$ cat config.mk
export PLATFORM = sky130hd
export DESIGN_NAME = irq_ctrl
export DESIGN_NICKNAME = d
export VERILOG_FILES = /design/src/rtl/irq_ctrl.sv
export SDC_FILE = /design/constraint.sdc
export NUM_CORES = 1
export LEC_CHECK = 0
export ABC_AREA = 1
export CAP_MARGIN = 20
export CELL_PAD_IN_SITES_DETAIL_PLACEMENT = 1
export CELL_PAD_IN_SITES_GLOBAL_PLACEMENT = 2
export CORE_MARGIN = 4
export CORE_UTILIZATION = 27
export CTS_BUF_LIST = sky130_fd_sc_hd__clkbuf_8
export CTS_CLUSTER_DIAMETER = 200
export DETAILED_ROUTE_END_ITERATION = 12
export GPL_TIMING_DRIVEN = 0
export PLACE_DENSITY_LB_ADDON = 0.12
export SLEW_MARGIN = 20
export SYNTH_ARGS = -nofsm -noshare
export SYNTH_HDL_FRONTEND = slang
export SYNTH_SLANG_ARGS = --single-unit
$ cat constraint.sdc
create_clock -name CLK -period 1.5 [get_ports CLK]
set_clock_uncertainty 0.1 [all_clocks]
set_input_delay 0.15 -clock CLK [delete_from_list [all_inputs] [get_ports CLK]]
set_output_delay 0.15 -clock CLK [all_outputs]
set_load 0.1 [all_outputs]
$ cat src/rtl/irq_ctrl.sv
// Memory-mapped interrupt controller: edge-latched pending bits, per-source enable, lowest-index priority.
// Optional level-sensitive sources are enabled with the IRQ_CTRL_LEVEL_EN macro.
module irq_ctrl #(
  parameter int unsigned addr_bits   = 3,
  parameter int unsigned num_sources = 16
) (
  input  logic                   CLK,
  input  logic                   RSTn,
  input  logic [addr_bits-1:0]   READ_ADDR,
  output logic [31:0]            DATA_OUT,
  output logic                   DATA_VALID,
  input  logic                   OE,
  input  logic [addr_bits-1:0]   WRITE_ADDR,
  input  logic [31:0]            DATA_IN,
  input  logic [3:0]             BE,
  input  logic                   WE,
  output logic                   WACK,
  input  logic [num_sources-1:0] src_i,
  output logic                   irq_o,
  output logic [4:0]             irq_id_o,
  input  logic                   irq_ack_i,
  input  logic [4:0]             irq_ack_id_i
);

  localparam int unsigned DATA_W = 32;
  localparam logic [DATA_W-1:0] SRC_MASK = DATA_W'((64'd1 << num_sources) - 64'd1);

  localparam logic [2:0] A_PENDING = 3'd0;
  localparam logic [2:0] A_ENABLE  = 3'd1;
  localparam logic [2:0] A_RAW     = 3'd2;
  localparam logic [2:0] A_CLAIM   = 3'd3;
  localparam logic [2:0] A_SWSET   = 3'd4;
  localparam logic [2:0] A_MODE    = 3'd5;

  logic [DATA_W-1:0] src_w;
  logic [DATA_W-1:0] src_q;
  logic [DATA_W-1:0] pending;
  logic [DATA_W-1:0] enable;
  logic [DATA_W-1:0] mode;
  logic [DATA_W-1:0] active;
  logic [DATA_W-1:0] rise;
  logic [DATA_W-1:0] bmask;
  logic [DATA_W-1:0] wmask;
  logic [DATA_W-1:0] w1c;
  logic [DATA_W-1:0] swset;
  logic [DATA_W-1:0] ackclr;
  logic [DATA_W-1:0] pend_edge;
  logic [DATA_W-1:0] pend_nxt;
  logic [DATA_W-1:0] rdata;
  logic [2:0]        ra;
  logic [2:0]        wa;

  // Write decode, edge detect and pending next-state
  always_comb begin
    src_w  = DATA_W'(src_i) & SRC_MASK;
    ra     = READ_ADDR[2:0];
    wa     = WRITE_ADDR[2:0];
    bmask  = {{8{BE[3]}}, {8{BE[2]}}, {8{BE[1]}}, {8{BE[0]}}};
    wmask  = DATA_IN & bmask & SRC_MASK;
    w1c    = (WE && (wa == A_PENDING)) ? wmask : '0;
    swset  = (WE && (wa == A_SWSET))   ? wmask : '0;
    rise   = src_w & ~src_q;
    ackclr = '0;
    if (irq_ack_i && (DATA_W'(irq_ack_id_i) < num_sources)) begin
      ackclr[irq_ack_id_i] = 1'b1;
    end
    pend_edge = rise | swset | (pending & ~w1c & ~ackclr);
`ifdef IRQ_CTRL_LEVEL_EN
    pend_nxt = ((mode & (src_w | swset)) | (~mode & pend_edge)) & SRC_MASK;
`else
    pend_nxt = pend_edge & SRC_MASK;
`endif
  end

  // Lowest-index active source wins
  always_comb begin
    active   = pending & enable;
    irq_o    = |active;
    irq_id_o = '0;
    for (int i = DATA_W - 1; i >= 0; i--) begin
      if (active[i]) irq_id_o = 5'(i);
    end
  end

  // Read mux sees pre-write state, so a same-cycle write is not visible
  always_comb begin
    rdata = '0;
    case (ra)
      A_PENDING: rdata = pending;
      A_ENABLE:  rdata = enable;
      A_RAW:     rdata = src_w;
      A_CLAIM:   rdata = {irq_o, 26'b0, irq_id_o};
      A_MODE:    rdata = mode;
      default:   rdata = '0;
    endcase
  end

`ifdef IRQ_CTRL_LEVEL_EN
  always_ff @(posedge CLK) begin
    if (!RSTn) begin
      mode <= '0;
    end else if (WE && (wa == A_MODE)) begin
      mode <= (mode & ~bmask) | wmask;
    end
  end
`else
  assign mode = '0;
`endif

  always_ff @(posedge CLK) begin
    if (!RSTn) begin
      src_q      <= '0;
      pending    <= '0;
      enable     <= '0;
      DATA_OUT   <= '0;
      DATA_VALID <= 1'b0;
      WACK       <= 1'b0;
    end else begin
      src_q      <= src_w;
      pending    <= pend_nxt;
      if (WE && (wa == A_ENABLE)) enable <= (enable & ~bmask) | wmask;
      DATA_VALID <= OE;
      DATA_OUT   <= OE ? rdata : '0;
      WACK       <= WE;
    end
  end

endmodule

==> results.py, run 1 <==
metrics = {
    "die": {
        "die_x_um": 129,
        "die_y_um": 129,
        "die_area_sq_um": 16800,
        "initial_core_util": 0.275,
        "row_count": 44,
        "ios": 108,
        "core_area_sq_um": 14500,
    },
    "hold_path": {
        "hp-class": "input port to flop",
        "hold_path_depth": 3,
        "min_delay_worst_endpoint": "pending[2]",
        "min_from": "RSTn",
    },
    "yosys": {
        "synth_common_cells": "nand2_1, dfxtp_1, inv_1",
        "ys_types": 32,
        "yosys_warnings": 0,
        "ys_ff_latch": 98,
        "synth_top_cell_by_area": "dfxtp_1",
        "synth-edff-count": 0,
        "synth_area_leaders": "dfxtp_1, nand2_1, inv_1, nand3_1, a21oi_1",
        "synthFlopType": "dfxtp_1",
        "synth_fp_nets": 607,
        "synthCells": 539,
        "avgSynthCellArea_sq_um": 7.39,
        "syn_area_sq_um": 3980,
        "yosys.cell_count.top_type": "nand2_1",
        "ys_async_sr_fraction": 0,
        "ys_seq_area_frac": 0.492,
        "synth_top_area_frac": 0.492,
    },
    "clock_tree": {
        "cts_max_level": 3,
        "clkSinkCount": 98,
        "root_buffer": "clkbuf_8",
        "clock_latency_ps": 380,
        "path_clk_slew_ps": 100,
        "cts_buffer_depth": 2,
        "cts_tree": "built",
        "numCtsBuffers": 9,
    },
    "critical_path": {
        "endpoint_kind": "output port",
        "start_kind": "flop",
        "timing.rr.start": "pending[14]",
        "ff2ff_setup_slack_ps": -120,
        "crit_required_ps": 1250,
        "path_class": "flop to output port",
        "crit_arrival_ps": 1860,
        "reg2reg_to": "DATA_OUT[1]",
        "ff2ff_path_depth": 8,
        "worst-path-max-fanout": 2,
    },
    "status": {
        "violations": "negative setup slack",
        "outcome": "complete, but fails checks",
    },
    "placed_design": {
        "gp_congestion": 0.828,
        "post-place-ws_ps": -1200,
        "io_buffer_count": 88,
        "dp_hpwl_mm": 10.3,
    },
    "pwr": {
        "vdd_drop_max_mv": 0.382,
        "power_leakage_nw": 2.68,
        "cellPowerDensity_nw_per_um2": 976,
    },
    "grt": {
        "globalRouteOverflowTotal": 0,
        "grt_pass1_wl_mm": 21.8,
        "grtUsageTotal": 0.171,
        "antenna_found_initial": 0,
        "grt_max_degree": 17,
        "grt_pass1_vias": 4085,
    },
    "finish": {
        "syn2layout_area_growth_pct": 42.8,
        "num-nets-final": 725,
        "final_layout_size_suffix_gt1_frac": 0.257,
        "antenna_cells": 0,
    },
    "route": {
        "ant_nets": 0,
        "wl_per_cell_um": 16.2,
        "via_per_inst": 4.62,
        "dr.pass1.iters": 4,
        "wl_mm": 13.7,
        "route.detailed.drc": 0,
        "drt_iter0_drc": 188,
        "vias": 3910,
    },
    "sta": {
        "rsz0062_at_grt": "true",
        "tightest_slew_ps": 733,
        "setup_slack_ps": -613,
        "final_hold_viol_count": 0,
        "fmax_mhz": 473,
        "relSlewSlack": 0.512,
        "period_share": 1.41,
        "setup_violations": 7,
        "period_minus_slack_ps": 2110,
        "slew_viol_final": 0,
        "fin_tns_setup_ps": -2060,
    },
    "job": {
        "cap_violations": 0,
    },
}
worst max-delay path: stages, from the launching register on:
cell and delay [ps]:
dfxtp_2 350, nand2_2 60, inv_2 50, nand2_2 30, nand2_1 50, nand2_1 40
nand2_1 50, nand2_1 40, nand2_1 50, nand2_1 50, nand2_1 50, nand2_1 50
nand2_1 50, nand2_1 60, nand2_2 90, nand2_4 70, a21boi_4 150, buf_12 190
worst max-delay path by stage:
stage          cells after the start     endpoint  slack (ps)        start
2_1_floorplan                     16  irq_id_o[0]        -320  pending[15]
3_3_place_gp                      16  irq_id_o[0]       -1190  pending[14]
3_5_place_dp                      17  irq_id_o[0]       -1200  pending[15]
4_1_cts                           17  irq_id_o[0]        -670  pending[15]
5_1_grt                           17  irq_id_o[0]        -860         flop
6_report                          17  irq_id_o[0]        -610  pending[15]
placed cells by master, fill, tap and decap left out, drive strengths merged, types with 2 or more instances in the layout:
cell,count
nor2,28
o21ai,21
inv,99
clkdlybuf4s50,48
a41oi,2
o221ai,6
buf,63
nor3,9
o21a,6
bufinv,2
o211ai,14
nand2,143
a21boi,2
o22ai,8
a21oi,27
clkinv,3
clkinvlp,2
dfxtp,98
dlygate4sd3,3
nand3,43
clkbuf,21
a31oi,10
stage by stage:
step	utilization	total power, mW	area, sq um	hold slack, ps	cells
final	0.393	5.55	5690	16.6	846
after CTS	0.383	5.61	5550	4.40	841
after global routing	0.393	5.80	5690	24.2	846
after floorplan	-	3.21	4090	143	539
after global placement	0.359	3.53	5200	336	811
after detailed placement	0.359	3.54	5200	337	811
report_power, final:
| group | internal [mW] | total [mW] | leakage [nW] | switching, mW |
|---|---|---|---|---|
| sequential | 2.69 | 2.73 | 0.807 | 0.0471 |
| clock | 0.989 | 1.98 | 0.114 | 0.986 |
| combinational | 0.326 | 0.844 | 1.76 | 0.518 |
| total | 4.00 | 5.55 | 2.68 | 1.55 |
kinds of logic (layout without fill, tap and decap cells):
group	Yosys count	in the layout	share of synthesized area
other cells	1	1	0.000941
compound gates	98	98	0.153
flops	98	98	0.492
buf+inv	119	242	0.116
simple gates	223	223	0.238
routing by layer:
metal / global-route usage / vias to the layer above / part of all wire / routed length [um]
li1: - / 1950 / - / -
met1: 0.223 / 1867 / 0.47 / 6410
met2: 0.286 / 76 / 0.48 / 6540
met3: 0.0276 / 17 / 0.039 / 539
met4: 0.0617 / 0 / 0.017 / 233
met5: 0 / - / 0 / 0
final cells by class:
type	instances	area, sq um
tap	184	230
fill	1789	8790
buffer	17	98.8
clock inverter	6	88.8
inverter	100	388
clock buffer	10	138
timing repair buffer	109	945
sequential	98	1990
multi-input combinational	322	1810
timing repair:
item / 4_1_cts / 5_1_grt
setup buffers: 13 / 5
hold buffers: 2 / 1
endpoints found under the setup margin: 109 / 76
gates resized for setup: 261 / 36
endpoints found under the hold margin: 3 / 1
pin swaps: 12 / 8
(Power assumes the default switching activity.)
==> run 2: changes to the inputs <==
--- a/config.mk
+++ b/config.mk
@@ -15,7 +15,8 @@
 export CTS_CLUSTER_DIAMETER = 200
 export DETAILED_ROUTE_END_ITERATION = 12
 export GPL_TIMING_DRIVEN = 0
-export PLACE_DENSITY_LB_ADDON = 0.12
+export PLACE_DENSITY_LB_ADDON = 0.1
+export RECOVER_POWER = 50
 export SLEW_MARGIN = 20
 export SYNTH_ARGS = -nofsm -noshare
 export SYNTH_HDL_FRONTEND = slang
==> run 2 against run 1 <==
Effect of this change:
- the flow still finishes with violations (negative setup slack)
- design area decreased by 0.33%
- largest cell class unchanged
- critical path depth unchanged
- clock power is 11% lower
- fmax is 0.12% lower
- sequential share of layout area rose by 0.20 points
- via count is 1.0% higher
- worst hold slack gained 130 ps
- die area did not move
==> results.py, run 2 (synthesized netlist as in run 1, its figures left out) <==
metrics = {
    "clock_tree": {
        "cts_max_level": 3,
        "cts_buffer_depth": 2,
        "clock_latency_ps": 370,
        "clkSinkCount": 98,
        "path_clk_slew_ps": 100,
        "numCtsBuffers": 9,
        "cts_tree": "built",
        "root_buffer": "clkbuf_8",
    },
    "grt": {
        "grt_pass1_wl_mm": 22.0,
        "globalRouteOverflowTotal": 0,
        "grt_max_degree": 15,
        "antenna_found_initial": 0,
        "grtUsageTotal": 0.174,
        "grt_pass1_vias": 4104,
    },
    "sta": {
        "rsz0062_at_grt": "true",
        "setup_violations": 45,
        "slew_viol_final": 0,
        "period_share": 1.41,
        "tightest_slew_ps": 741,
        "setup_slack_ps": -615,
        "period_minus_slack_ps": 2120,
        "fmax_mhz": 473,
        "fin_tns_setup_ps": -4710,
        "holdWs_ps": 145,
        "relSlewSlack": 0.506,
        "final_hold_viol_count": 0,
    },
    "placed_design": {
        "dp_hpwl_mm": 10.3,
        "post-place-ws_ps": -1200,
        "placed_area_sq_um": 5200,
        "gp_congestion": 0.829,
        "io_buffer_count": 88,
    },
    "critical_path": {
        "crit_required_ps": 1250,
        "crit_chain": "nand2_2 -> inv_2 -> nand2_2 -> nand2_1 -> nand2_1 -> nand2_1 -> nand2_1 -> nand2_1 -> nand2_1 -> nand2_1 -> nand2_1 -> nand2_1 -> nand2_1 -> nand2_1 -> nand2_2 -> a21boi_4 -> buf_12",
        "start_kind": "flop",
        "ff2ff_setup_slack_ps": -180,
        "ff2ff_path_depth": 19,
        "slowest_delay_ps": 350,
        "endpoint_kind": "output port",
        "worst-path-max-fanout": 2,
        "crit_arrival_ps": 1870,
        "critPathMostFrequentCell": "nand2_1",
        "path_class": "flop to output port",
        "timing.rr.start": "pending[15]",
        "reg2reg_to": "DATA_OUT[0]",
        "cp_slowest_cell": "dfxtp_2",
    },
    "status": {
        "outcome": "complete, but fails checks",
        "violations": "negative setup slack",
    },
    "hold_path": {
        "hp-class": "input port to flop",
        "min_delay_worst_endpoint": "DATA_OUT[0]",
        "hold_path_depth": 4,
        "min_from": "READ_ADDR[2]",
    },
    "finish": {
        "final_cell_mix": "nand2_1, inv_1, dfxtp_1, clkdlybuf4s50_1, nand3_1",
        "syn2layout_area_growth_pct": 42.3,
        "final_layout_size_suffix_gt1_frac": 0.249,
        "final_common_cell": "nand2_1",
        "n_fill_cell": 1794,
        "antenna_cells": 0,
        "stdcell_area_sq_um": 5670,
        "num-nets-final": 732,
    },
    "route": {
        "wl_mm": 14.1,
        "wl_per_cell_um": 16.6,
        "dr.pass1.iters": 4,
        "via_per_inst": 4.64,
        "vias": 3949,
        "route.detailed.drc": 0,
        "drt_iter0_drc": 133,
        "ant_nets": 0,
    },
    "die": {
        "core_area_sq_um": 14500,
        "die_y_um": 129,
        "die_x_um": 129,
        "die_area_sq_um": 16800,
        "initial_core_util": 0.275,
        "row_count": 44,
        "ios": 108,
    },
    "pwr": {
        "cellPowerDensity_nw_per_um2": 940,
        "power_leakage_nw": 2.72,
        "vdd_drop_max_mv": 0.324,
    },
    "job": {
        "cap_violations": 0,
    },
}
## run 2: changes by cell type in the layout (fill, tap and decap cells not counted), moves of 3 or more
cell	change
buf_2	-7
clkbuf_2	+6
buf_4	+5
clkdlybuf4s50_1	-3
nand2_1	+3
nand2_2	-3
## run 2: cell type report
class | instances | area (sq um) | share of cell area
flip-flops and latches | 98 | 1990 | 0.352
clock inverters | 3 | 41.3 | 0.00728
clock buffers | 11 | 151 | 0.0267
inverters | 100 | 385 | 0.0680
repair inverters | 1 | 5.00 | 0.000883
repair buffers | 113 | 988 | 0.174
plain buffers | 19 | 96.3 | 0.0170
multi-input cells | 322 | 1780 | 0.314
well taps | 184 | 230 | 0.0406
## run 2: stage by stage
step	cells	utilization	total power, mW
CTS	843	0.390	5.40
global route	851	0.392	5.59
detailed placement	811	0.359	3.55
finish	851	0.392	5.33
global placement	811	0.359	3.53
floorplan	539	-	3.21
## run 2: what timing repair did
action / CTS / global route
hold endpoints to repair: 3 / 1
endpoints found under the setup margin: 109 / 94
setup buffers: 16 / 6
pin swaps: 18 / 7
gates cloned: 0 / 1
hold buffers: 2 / 1
resized for setup: 253 / 40
## run 2: power breakdown
part	switching [mW]	internal (mW)
clock network	0.919	0.840
logic	0.520	0.320
registers	0.0496	2.68
## run 2: worst max path at each step
stage,from,to,slack [ps]
2_1_floorplan,pending[15],irq_id_o[0],-320
3_3_place_gp,pending[15],irq_id_o[0],-1180
3_5_place_dp,flop,irq_id_o[0],-1200
4_1_cts,flop,irq_id_o[0],-650
5_1_grt,pending[15],irq_id_o[0],-880
6_report,pending[15],irq_id_o[0],-620
## run 2: critical path, delay by kind of cell (launching register included)
family / cells / cell delay, ps
AND/OR/NAND/NOR: 14 / 750
AO/OA/AOI/OAI: 1 / 170
flip-flops: 1 / 350
buffers and inverters: 2 / 240
## run 2: layer usage
metal  track usage  vias to the layer above  part of all wire
met1         0.222                     1885              0.45
li1              -                     1965                 -
met2         0.298                       84              0.49
met3        0.0247                       15             0.038
met4        0.0666                        0             0.019
met5             0                        -                 0
==> run 3: changes to the inputs <==
--- a/config.mk
+++ b/config.mk
@@ -17,6 +17,7 @@
 export GPL_TIMING_DRIVEN = 0
 export PLACE_DENSITY_LB_ADDON = 0.1
 export RECOVER_POWER = 50
+export SETUP_SLACK_MARGIN = 0.2
 export SLEW_MARGIN = 20
 export SYNTH_ARGS = -nofsm -noshare
 export SYNTH_HDL_FRONTEND = slang
==> run 3 against run 2 <==
Effect of this change:
- the run still ends with negative setup slack left
- count of clock-buffer cells in the layout decreased by 1
- clock power hardly changed
- power increased by 1.4%
- fmax rose by 0.59%
- critical path depth unchanged
- critical endpoint unchanged
- largest cell class unchanged
==> results.py, run 3 (synthesized netlist as in run 1, its figures left out) <==
metrics = {
    "status": {
        "outcome": "complete, but fails checks",
        "violations": "negative setup slack",
    },
    "pwr": {
        "power_leakage_nw": 2.87,
        "cellPowerDensity_nw_per_um2": 899,
        "switchingPower_mw": 1.56,
        "vdd_drop_max_mv": 0.360,
        "internal_power_mw": 3.85,
        "clkPwrFrac": 0.327,
        "seqPwrFrac": 0.506,
        "switching_share": 0.288,
        "comb_power_share": 0.167,
    },
    "clock_tree": {
        "numCtsBuffers": 9,
        "cts_tree": "built",
        "clkSinkCount": 98,
        "cts_max_level": 3,
        "clock_latency_ps": 370,
        "root_buffer": "clkbuf_8",
        "cts_buffer_depth": 2,
        "path_clk_slew_ps": 100,
    },
    "route": {
        "vias": 3992,
        "via_per_inst": 4.63,
        "dr.pass1.iters": 4,
        "drt_iter0_drc": 122,
        "ant_nets": 0,
        "wl_per_cell_um": 16.6,
        "wl_mm": 14.3,
        "route.detailed.drc": 0,
    },
    "placed_design": {
        "io_buffer_count": 88,
        "gp_congestion": 0.838,
        "placed_area_sq_um": 5200,
        "dp_hpwl_mm": 10.4,
    },
    "critical_path": {
        "path_class": "flop to output port",
        "slowest_delay_ps": 350,
        "crit_chain": "nand2_2 -> inv_2 -> nand2_2 -> nand2_1 -> nand2_1 -> nand2_1 -> nand2_1 -> nand2_1 -> nand2_1 -> nand2_1 -> nand2_1 -> nand2_1 -> nand2_1 -> nand2_1 -> nand2_2 -> a21boi_4 -> buf_12",
        "ff2ff_setup_slack_ps": -600,
        "cp_slowest_cell": "dfxtp_2",
        "crit_required_ps": 1250,
        "crit_arrival_ps": 1850,
        "start_kind": "flop",
        "endpoint_kind": "output port",
        "worst-path-max-fanout": 2,
        "critPathMostFrequentCell": "nand2_1",
    },
    "sta": {
        "fmax_mhz": 476,
        "setup_slack_ps": -603,
        "tightest_slew_ps": 792,
        "setup_violations": 7,
        "period_minus_slack_ps": 2100,
        "rsz0062_at_grt": "true",
        "final_hold_viol_count": 0,
        "slew_viol_final": 0,
        "holdWs_ps": 211,
        "period_share": 1.40,
        "relSlewSlack": 0.472,
    },
    "finish": {
        "syn2layout_area_growth_pct": 51.0,
        "stdcell_area_sq_um": 6020,
        "antenna_cells": 0,
        "final_layout_size_suffix_gt1_frac": 0.286,
        "final_common_cell": "nand2_1",
        "final_cell_mix": "nand2_1, inv_1, dfxtp_1, buf_4, nand3_1",
        "fin_util": 0.415,
        "num-nets-final": 742,
        "n_fill_cell": 1787,
    },
    "grt": {
        "antenna_found_initial": 0,
        "grt_max_degree": 16,
        "globalRouteOverflowTotal": 0,
        "grtUsageTotal": 0.179,
        "grt_pass1_vias": 4288,
        "grt_pass1_wl_mm": 22.7,
    },
    "die": {
        "row_count": 44,
        "die_x_um": 129,
        "initial_core_util": 0.275,
        "core_area_sq_um": 14500,
        "die_y_um": 129,
        "die_area_sq_um": 16800,
        "ios": 108,
    },
    "job": {
        "cap_violations": 0,
    },
    "hold_path": {
        "hp-class": "input port to flop",
    },
}
-- run 3: changes by cell type in the layout (fill, tap and decap cells not counted), sizes merged --
| cell | previous run | this run |
|---|---|---|
| dlymetal6s2s | 3 | 7 |
| clkbuf | 28 | 26 |
| dlygate4sd2 | 0 | 5 |
| clkinv | 4 | 3 |
| inv | 97 | 100 |
| clkdlybuf4s18 | 1 | 0 |
| dlygate4sd3 | 4 | 1 |
| clkdlybuf4s50 | 45 | 36 |
| buf | 62 | 77 |
| clkdlybuf4s25 | 0 | 1 |
-- run 3: worst max-delay path, delay by kind of cell (launching register included) --
family	cells	cell delay, ps
flops	1	350
compound gates	1	160
simple gates	14	720
buf+inv	2	240
-- run 3: repair_timing --
| item | CTS | global route |
|---|---|---|
| hold endpoints to repair | 5 | 1 |
| endpoints found under the setup margin | 118 | 54 |
| hold buffers | 1 | 1 |
| gates resized for setup | 354 | 30 |
| buffers inserted | 24 | 9 |
| pin swaps | 24 | 6 |
| cloned | 1 | 0 |
-- run 3: layout make-up --
type | instances | area (sq um) | share of cell area
sequential | 98 | 1990 | 0.331
multi-input combinational | 322 | 1880 | 0.312
timing repair buffer | 124 | 1180 | 0.197
inverter | 100 | 394 | 0.0655
tap | 184 | 230 | 0.0383
buffer | 19 | 139 | 0.0231
clock buffer | 10 | 138 | 0.0229
clock inverter | 6 | 58.8 | 0.00978
-- run 3: power by group through the flow --
stage / logic (mW) / registers, mW / clock network, mW
2_1_floorplan: 0.357 / 2.86 / 0
3_3_place_gp: 0.745 / 2.79 / 0
3_5_place_dp: 0.756 / 2.79 / 0
4_1_cts: 0.895 / 2.74 / 1.83
5_1_grt: 0.979 / 2.75 / 1.94
6_report: 0.905 / 2.74 / 1.77
-- run 3: through the flow --
step	instances	setup slack (ps)	power (mW)	TNS [ps]
after global routing	863	-848	5.67	-5850
after floorplan	539	-317	3.21	-1010
after CTS	853	-644	5.46	-2250
final	863	-603	5.41	-2850
after global placement	811	-1180	3.53	-50350
after detailed placement	811	-1190	3.55	-52600
-- run 3: final timing paths --
| check | start | to | cells past startpoint |
|---|---|---|---|
| worst max-delay path | pending[15] | irq_id_o[0] | 17 |
| worst min-delay path | BE[1] | flop | 4 |
| worst max register to register | pending[15] | DATA_OUT[0] | 23 |
| worst min register to register | enable[25] | DATA_OUT[25] | 2 |
-- run 3: metal layers --
layer / wire [um] / GRT usage / up-vias
li1: - / - / 1988
met1: 6560 / 0.224 / 1894
met5: 0 / 0 / -
met3: 503 / 0.0256 / 23
met2: 6890 / 0.307 / 87
met4: 395 / 0.0764 / 0
